## src/rtl/rgb_hue_sequencer.sv

```systemverilog
// Hue-wheel colour source: one ramp/segment pair drives all three channels, scaled by brightness.
// Step lands one edge after a prescaler tick and the output register loads on the next; a stalled triple freezes everything.
module rgb_hue_sequencer #(
  parameter int R           = 8,
  parameter int STEP_THRESH = 100
) (
  input  logic         clk,
  input  logic         rst,
  input  logic         en,
  input  logic [R-1:0] bright,
  input  logic         out_ready,
  output logic         out_valid,
  output logic [R-1:0] duty_r,
  output logic [R-1:0] duty_g,
  output logic [R-1:0] duty_b,
  output logic [2:0]   seg
);

  localparam int            PW   = (STEP_THRESH > 1) ? $clog2(STEP_THRESH) : 1;
  localparam logic [R-1:0]  MAX  = '1;
  localparam logic [PW-1:0] LAST = PW'(STEP_THRESH - 1);

  logic [R-1:0]  ramp;
  logic [PW-1:0] presc;
  logic          prime;
  logic          step_pend;
  logic          stall;
  logic          run;
  logic          tick;
  logic          load;

  logic [R-1:0]  raw_r, raw_g, raw_b;
  logic [R-1:0]  up, dn;
  logic [R:0]    gain;
  logic [2*R:0]  prod_r, prod_g, prod_b;

  assign stall = out_valid & ~out_ready;
  assign run   = en & ~stall;
  assign tick  = run & (presc == LAST);
  // A pending load waits out a stall so an unaccepted triple is never overwritten.
  assign load  = (prime | step_pend) & ~stall;

  assign up = ramp;
  assign dn = MAX - ramp;

  always_comb begin
    raw_r = '0;
    raw_g = '0;
    raw_b = '0;
    case (seg)
      3'd0: begin raw_r = MAX; raw_g = up;  raw_b = '0;  end
      3'd1: begin raw_r = dn;  raw_g = MAX; raw_b = '0;  end
      3'd2: begin raw_r = '0;  raw_g = MAX; raw_b = up;  end
      3'd3: begin raw_r = '0;  raw_g = dn;  raw_b = MAX; end
      3'd4: begin raw_r = up;  raw_g = '0;  raw_b = MAX; end
      3'd5: begin raw_r = MAX; raw_g = '0;  raw_b = dn;  end
      default: begin raw_r = '0; raw_g = '0; raw_b = '0; end
    endcase
  end

  // bright+1 makes full brightness an exact pass-through after the >>R.
  assign gain   = {1'b0, bright} + (R+1)'(1);
  assign prod_r = (2*R+1)'(raw_r) * (2*R+1)'(gain);
  assign prod_g = (2*R+1)'(raw_g) * (2*R+1)'(gain);
  assign prod_b = (2*R+1)'(raw_b) * (2*R+1)'(gain);

  always_ff @(posedge clk or negedge rst) begin
    if (!rst) begin
      presc     <= '0;
      ramp      <= '0;
      seg       <= 3'd0;
      prime     <= 1'b1;
      step_pend <= 1'b0;
      out_valid <= 1'b0;
      duty_r    <= '0;
      duty_g    <= '0;
      duty_b    <= '0;
    end else begin
      if (run) begin
        presc <= (presc == LAST) ? '0 : presc + PW'(1);
      end

      if (tick) begin
        if (ramp == MAX) begin
          ramp <= '0;
          seg  <= (seg == 3'd5) ? 3'd0 : seg + 3'd1;
        end else begin
          ramp <= ramp + R'(1);
        end
      end

      if (tick) begin
        step_pend <= 1'b1;
      end else if (load) begin
        step_pend <= 1'b0;
      end

      if (load) begin
        prime     <= 1'b0;
        out_valid <= 1'b1;
        duty_r    <= R'(prod_r >> R);
        duty_g    <= R'(prod_g >> R);
        duty_b    <= R'(prod_b >> R);
      end else if (out_ready) begin
        out_valid <= 1'b0;
      end
    end
  end

endmodule

```

## config.mk

```make
export PLATFORM = sky130hd
export DESIGN_NAME = rgb_hue_sequencer
export DESIGN_NICKNAME = d
export VERILOG_FILES = /design/src/rtl/rgb_hue_sequencer.sv
export SDC_FILE = /design/constraint.sdc
export NUM_CORES = 1
export LEC_CHECK = 0
export CAP_MARGIN = 20
export CORE_MARGIN = 1
export CORE_UTILIZATION = 60
export CTS_BUF_LIST = sky130_fd_sc_hd__clkbuf_4 sky130_fd_sc_hd__clkbuf_8 sky130_fd_sc_hd__clkbuf_16
export DETAILED_ROUTE_END_ITERATION = 8
export PLACE_DENSITY = 0.82
export SLEW_MARGIN = 20
export SYNTH_ARGS = -nofsm -noshare
export SYNTH_HDL_FRONTEND = slang
export SYNTH_SLANG_ARGS = --single-unit
```

## constraint.sdc

```tcl
create_clock -name clk -period 7.2 [get_ports clk]
set_input_delay 1.44 -clock clk [delete_from_list [all_inputs] [get_ports clk]]
set_output_delay 1.44 -clock clk [all_outputs]
set_load 0.1 [all_outputs]
```

==> impl_metrics.yaml, run 1 <==
yosys:
  synthArstFlopShare: 1.00
  synth_fp_nets: 1241
  synthFlopType: "dfrtp_1"
  ys_types: 69
  netlist_instances: 1009
  syn_area_um2: 8560
  avgSynthCellArea_um2: 8.48
  synth_area_leaders: "fa_1, ha_1, dfrtp_1"
  yosys_warnings: 0
  yosysTopAreaCell: "fa_1"
  synth_top_area_frac: 0.281
  ys_ff_latch: 45
  seq_area_frac_synth: 0.132
  synth_edf_count: 0
clock_tree:
  path_clk_slew_ns: 0.06
  cts_setup_buffers: 0
  clock_sinks: 45
  clock_tree.root_cell: "clkbuf_16"
  cts_inserted_buffers: 5
  cts_resized: 0
  clock_path_buffers: 2
  worstSkewPairLatency_ns: 0.29
  cts_tree: "yes"
  htreeDepth: 2
  hold_buffers: 0
setup_path:
  r2r_slack_ns: 0.92
  crit_fanout: 19
  r2r_cells: 18
  critPathKind: "primary input to flop"
  crit_required_ns: 7.33
  cp-start-kind: "primary input"
  cp.arrival_ns: 6.92
  crit_path_end_kind: "flop"
sta:
  worstMarginPinSlew_ns: 0.982
  rsz0062_at_grt: "false"
  fin_crit_ns: 6.79
  setup_tns_ns: 0
  period_share: 0.943
  clock.fmax_ghz: 0.147
  worst_hold_slack_ns: 0.491
  finalSetupViolations: 0
  clock_skew_ns: 0.00708
  timing.final.max_slew_violations: 0
  relSlewSlack: 0.343
  timing_hold_violations_final: 0
power_and_ir_drop:
  power-per-cell-area_nw_per_um2: 79.9
  total_power_mw: 0.750
  leakage_nw: 4.87
  ir_worst_vdd_uv: 297
detailed_routing:
  via_count: 6958
  ant_nets: 0
  drcViolationCount: 0
  totalWireLength_um: 19800
  wl_per_cell_um: 16.2
  vias_per_cell: 5.69
  drt_first_pass_iters: 5
  drt-initial-drc-count: 646
global_routing:
  grt_pass1_vias: 7115
  grt_max_degree: 46
  use_met3: 0.0240
  grt_pass1_wl_um: 34100
  gr-usage-met2: 0.480
  grt_antenna_before_repair: 0
  track_usage: 0.293
  grt.busiest_layer: "met2"
  gr-total-overflow: 0
  met1_usage: 0.422
placement:
  gp_congestion: 0.885
  io_buffers: 39
  hpwlAfterDp_um: 15500
floorplanning:
  core-area_um2: 13900
  io-pin-count: 40
  die_x_um: 121
  die_y_um: 121
  start_util: 0.616
  row_count: 43
  dieArea_um2: 14700
layout:
  final_nets: 1274
  syn_to_final_growth_pct: 9.61
  fin_util: 0.676
  final_layout_size_suffix_gt1_frac: 0.0968
  n_fill_cell: 1094
  antenna_cells: 0
min_path:
  hp-class: "flop to flop"
  hold_path_depth: 2
flow_run:
  drv_cap: 0
run_status:
  outcome: "complete, no violations"
## state kept, by name, indices dropped and copies added (netlist names)
signal and cells:
presc 7, seg 3, step_pend 1, out_valid 1, duty_r 8, duty_b 8, ramp 8, duty_g 8
prime 1
## synth_stat cells, types with 9 or more instances
| cell | count |
|---|---|
| nor2_1 | 205 |
| inv_1 | 157 |
| fa_1 | 120 |
| ha_1 | 100 |
| nand2_1 | 53 |
| dfrtp_1 | 44 |
| or2_2 | 39 |
| o21ai_0 | 33 |
| xnor2_1 | 33 |
| a21oi_1 | 32 |
| clkbuf_1 | 27 |
| nand2b_1 | 15 |
| xor2_1 | 14 |
| o211ai_1 | 9 |
## layout by cell type (no fill, tap or decap), types with 3 or more instances in the layout
| master | instances |
|---|---|
| a211oi_1 | 3 |
| ha_1 | 100 |
| o21ai_1 | 5 |
| clkbuf_16 | 5 |
| a31oi_1 | 3 |
| nand2_1 | 53 |
| a22oi_1 | 3 |
| or2_2 | 39 |
| nor2b_1 | 3 |
| clkinv_1 | 3 |
| and2_1 | 3 |
| inv_1 | 157 |
| clkdlybuf4s50_1 | 38 |
| o211ai_1 | 9 |
| xnor2_1 | 29 |
| fa_1 | 120 |
| buf_4 | 24 |
| or3_1 | 3 |
| a21oi_2 | 4 |
| and3_1 | 7 |
| nand4_1 | 8 |
| a21oi_1 | 32 |
| xnor2_2 | 4 |
| nand2b_1 | 15 |
| mux2i_1 | 3 |
| xor2_1 | 14 |
| mux2_2 | 3 |
| o21ai_0 | 32 |
| dfrtp_1 | 44 |
| nor3_1 | 8 |
| a2bb2oi_1 | 4 |
| nor2_1 | 205 |
| nand3_1 | 7 |
| a21o_1 | 7 |
## power by group
part	switching, mW	leakage [nW]	internal [mW]
Clock	0.0976	0.0735	0.139
Sequential	0.0305	0.571	0.280
Combinational	0.142	4.22	0.0603
Total	0.270	4.87	0.480
## metal layers
metal,vias to the layer above,wire length (um),share of wire
li1,3269,-,-
met1,3396,8610,0.43
met2,273,9420,0.48
met3,20,1530,0.077
met4,0,248,0.013
met5,-,0,0
## cell type report
type	count	area, um2	share of cell area
Clock buffer	6	139	0.0148
Tap cell	180	225	0.0240
Sequential cell	45	1130	0.120
Timing Repair Buffer	62	561	0.0598
Inverter	160	601	0.0640
Clock inverter	2	16.3	0.00173
Multi-Input combinational cell	768	6710	0.715
## cells by family (layout without fill, tap and decap cells)
group	Yosys count	count (layout)	share of synthesized area
buf+inv	196	230	0.0880
flops	45	45	0.132
mux	6	6	0.00746
compound gates	126	126	0.0956
xor+xnor	47	47	0.0481
fa+ha+maj	220	220	0.427
simple gates	369	369	0.202
## final timing paths
path / from / to
worst min-delay path: duty_b[6] / duty_b[6]
worst min register to register: duty_b[6] / duty_b[6]
max in group asynchronous: rst / ramp[6]
worst max register to register: seg[0] / duty_g[6]
worst max-delay path: bright[0] / duty_g[6]
min in group asynchronous: rst / presc[3]
## per-stage QoR
step / instance area [um2] / worst slack, ns / cells
5_1_grt: 9380 / 0.161 / 1223
2_1_floorplan: 8560 / 0.969 / 1009
6_report: 9380 / 0.408 / 1223
3_3_place_gp: 9220 / 0.327 / 1215
3_5_place_dp: 9220 / 0.198 / 1215
4_1_cts: 9380 / 0.473 / 1223
## critical path, stage by stage
cell	delay (ns)
clkdlybuf4s50_1	0.52
ha_1	0.23
nand3_1	0.12
xor2_1	0.28
buf_4	0.34
nor2_1	0.11
fa_1	0.50
inv_1	0.05
fa_1	0.54
inv_1	0.06
fa_1	0.50
fa_1	0.50
ha_1	0.33
a21oi_1	0.29
nand2_1	0.11
o211ai_2	0.24
o21ai_1	0.15
a2111oi_0	0.50
a211oi_1	0.10
No activity file was read; power rests on OpenSTA's default activity.
==> inputs of run 2 (changes only) <==
--- a/config.mk
+++ b/config.mk
@@ -11,6 +11,7 @@
 export CTS_BUF_LIST = sky130_fd_sc_hd__clkbuf_4 sky130_fd_sc_hd__clkbuf_8 sky130_fd_sc_hd__clkbuf_16
 export DETAILED_ROUTE_END_ITERATION = 8
 export PLACE_DENSITY = 0.82
+export REMOVE_ABC_BUFFERS = 1
 export SLEW_MARGIN = 20
 export SYNTH_ARGS = -nofsm -noshare
 export SYNTH_HDL_FRONTEND = slang
==> constraint.sdc (replaced) <==
create_clock -name clk -period 6.55 [get_ports clk]
set_input_delay 1.31 -clock clk [delete_from_list [all_inputs] [get_ports clk]]
set_output_delay 1.31 -clock clk [all_outputs]
set_load 0.1 [all_outputs]
==> run 2 against run 1 <==
Against the previous run: sequential share of layout area down 0.52 points; critical path depth up 3; worst hold slack worse by 0.011 ns; final area up 4.5%; largest power group unchanged; sequential cell count unchanged; non-clock buffer count up 44; die area unchanged; global-route usage down 0.61 points; register-to-register slack worse by 0.36 ns; critical path type unchanged.
==> impl_metrics.yaml, run 2 (synthesis gave the netlist of run 1 again) <==
run_status:
  outcome: "complete, no violations"
global_routing:
  grt_antenna_before_repair: 0
  grt_pass1_vias: 7294
  grt_max_degree: 46
  grt_pass1_wl_um: 33500
  gr-total-overflow: 0
  track_usage: 0.287
flow_run:
  drv_cap: 0
placement:
  io_buffers: 39
  post-place-cells: 1259
  gp_congestion: 0.882
  hpwlAfterDp_um: 15400
setup_path:
  slowest_stage: "clkdlybuf4s50_1"
  crit_start: "bright[2]"
  critPathKind: "primary input to flop"
  slowest_delay_ns: 0.53
  cp.arrival_ns: 6.41
  crit_fanout: 12
  rr_startpoint: "seg[2]"
  path_buf_inv: 6
  cp_top_family: "adder cells"
  cp-start-kind: "primary input"
  crit_chain: "clkdlybuf4s50_1 > nand3_1 > nor2_1 > buf_4 > xnor2_2 > buf_4 > or2_2 > fa_1 > inv_1 > fa_1 > fa_1 > inv_1 > fa_1 > inv_1 > ha_1 > nand3_1 > o221ai_1 > a21o_1 > o221a_2 > nor2_1 > xnor2_1 > o21ai_0"
  crit_required_ns: 6.73
  path_common_cell: "fa_1"
  crit_path_end_kind: "flop"
clock_tree:
  clock_path_buffers: 2
  cts_setup_buffers: 0
  clock_sinks: 45
  htreeDepth: 2
  cts_tree: "yes"
  clock_tree.root_cell: "clkbuf_16"
  worstSkewPairLatency_ns: 0.30
  path_clk_slew_ns: 0.07
  hold_buffers: 0
  cts_inserted_buffers: 5
layout:
  most-common-layout-cells: "nor2_1, inv_1, fa_1"
  final_nets: 1318
  syn_to_final_growth_pct: 14.6
  final_layout_size_suffix_gt1_frac: 0.138
  finalNonFillerCells: 1267
  antenna_cells: 0
  fin_util: 0.706
  mostFrequentLayoutCell: "nor2_1"
power_and_ir_drop:
  p_clk_frac: 0.351
  p_int_mw: 0.568
  ir_worst_vdd_uv: 105
  p_seq_frac: 0.384
  p_comb_frac: 0.265
  swShare: 0.358
  power-per-cell-area_nw_per_um2: 90.3
  p_sw_mw: 0.317
  leakage_nw: 5.11
floorplanning:
  die_y_um: 121
  start_util: 0.616
  io-pin-count: 40
  die_x_um: 121
  core-area_um2: 13900
  dieArea_um2: 14700
  row_count: 43
detailed_routing:
  ant_nets: 0
  drt_first_pass_iters: 5
  vias_per_cell: 5.64
  drcViolationCount: 0
  totalWireLength_um: 19400
  drt-initial-drc-count: 408
  wl_per_cell_um: 15.3
  via_count: 7148
sta:
  clock_skew_ns: 0.00578
  worstMarginPinSlew_ns: 0.977
  clock.fmax_ghz: 0.160
  setup_tns_ns: 0
  rsz0062_at_grt: "false"
  fin_crit_ns: 6.24
  timing.final.max_slew_violations: 0
  relSlewSlack: 0.346
  finalSetupViolations: 0
  period_share: 0.952
  timing_hold_violations_final: 0
min_path:
  hp-class: "flop to flop"
  hp-start: "duty_r[0]"
==> run 2: layer usage <==
| metal | vias to the layer above | share of wire | global-route usage | routed length [um] |
|---|---|---|---|---|
| met2 | 253 | 0.48 | 0.474 | 9340 |
| met4 | 0 | 0.035 | 0.121 | 685 |
| met3 | 49 | 0.065 | 0.0437 | 1260 |
| met5 | - | 0 | 0 | 0 |
| met1 | 3492 | 0.42 | 0.373 | 8120 |
| li1 | 3354 | - | - | - |
==> run 2: repair_timing <==
| action | in CTS | in global routing |
|---|---|---|
| resized for setup | 0 | 13 |
| endpoints found under the setup margin | 0 | 11 |
| endpoints found under the hold margin | 0 | 0 |
==> run 2: through the flow <==
| stage | cell area [um2] | total power [mW] | hold slack (ns) | setup slack [ns] |
|---|---|---|---|---|
| 6_report | 9800 | 0.885 | 0.480 | 0.312 |
| 5_1_grt | 9800 | 0.922 | 0.500 | 0.0537 |
| 4_1_cts | 9730 | 0.887 | 0.489 | 0.0806 |
| 3_5_place_dp | 9560 | 0.577 | 0.474 | -0.200 |
| 3_3_place_gp | 9560 | 0.571 | 0.462 | -0.0732 |
| 2_1_floorplan | 8400 | 0.490 | 0.462 | -0.0860 |
==> run 2: area by class of cell <==
| class | count | area [um2] |
|---|---|---|
| Multi-Input combinational cell | 768 | 6780 |
| Fill cell | 1043 | 4080 |
| Sequential cell | 45 | 1130 |
| Timing Repair Buffer | 106 | 896 |
| Inverter | 160 | 601 |
| Tap cell | 180 | 225 |
| Clock buffer | 5 | 125 |
| Clock inverter | 3 | 47.5 |
==> run 2: power by group through the flow <==
stage | logic (mW) | clock network, mW | registers, mW
6_report | 0.234 | 0.310 | 0.340
5_1_grt | 0.248 | 0.327 | 0.346
4_1_cts | 0.232 | 0.315 | 0.340
3_5_place_dp | 0.231 | 0 | 0.345
3_3_place_gp | 0.227 | 0 | 0.344
2_1_floorplan | 0.0692 | 0 | 0.421
==> run 2: final timing paths <==
path,end,slack [ns],depth (start not counted)
min in group asynchronous,duty_b[0],1.02,1
max,duty_g[7],0.31,22
min,duty_r[0],0.48,2
max reg2reg,duty_g[6],0.56,19
min reg2reg,duty_r[0],0.48,2
max in group asynchronous,duty_g[0],5.11,1
==> run 2: worst reg2reg max path, cell delays in order, from the launching register on <==
cell	delay [ns]
dfrtp_1	0.65
clkinv_1	0.36
ha_1	0.38
inv_1	0.19
a2bb2oi_1	0.32
buf_4	0.23
nor2_1	0.07
fa_1	0.48
inv_1	0.06
fa_1	0.54
inv_1	0.06
fa_1	0.51
fa_1	0.49
ha_1	0.33
a21oi_2	0.19
nand2_1	0.12
o211ai_4	0.25
o21ai_1	0.15
a2111oi_2	0.34
a211oi_1	0.10
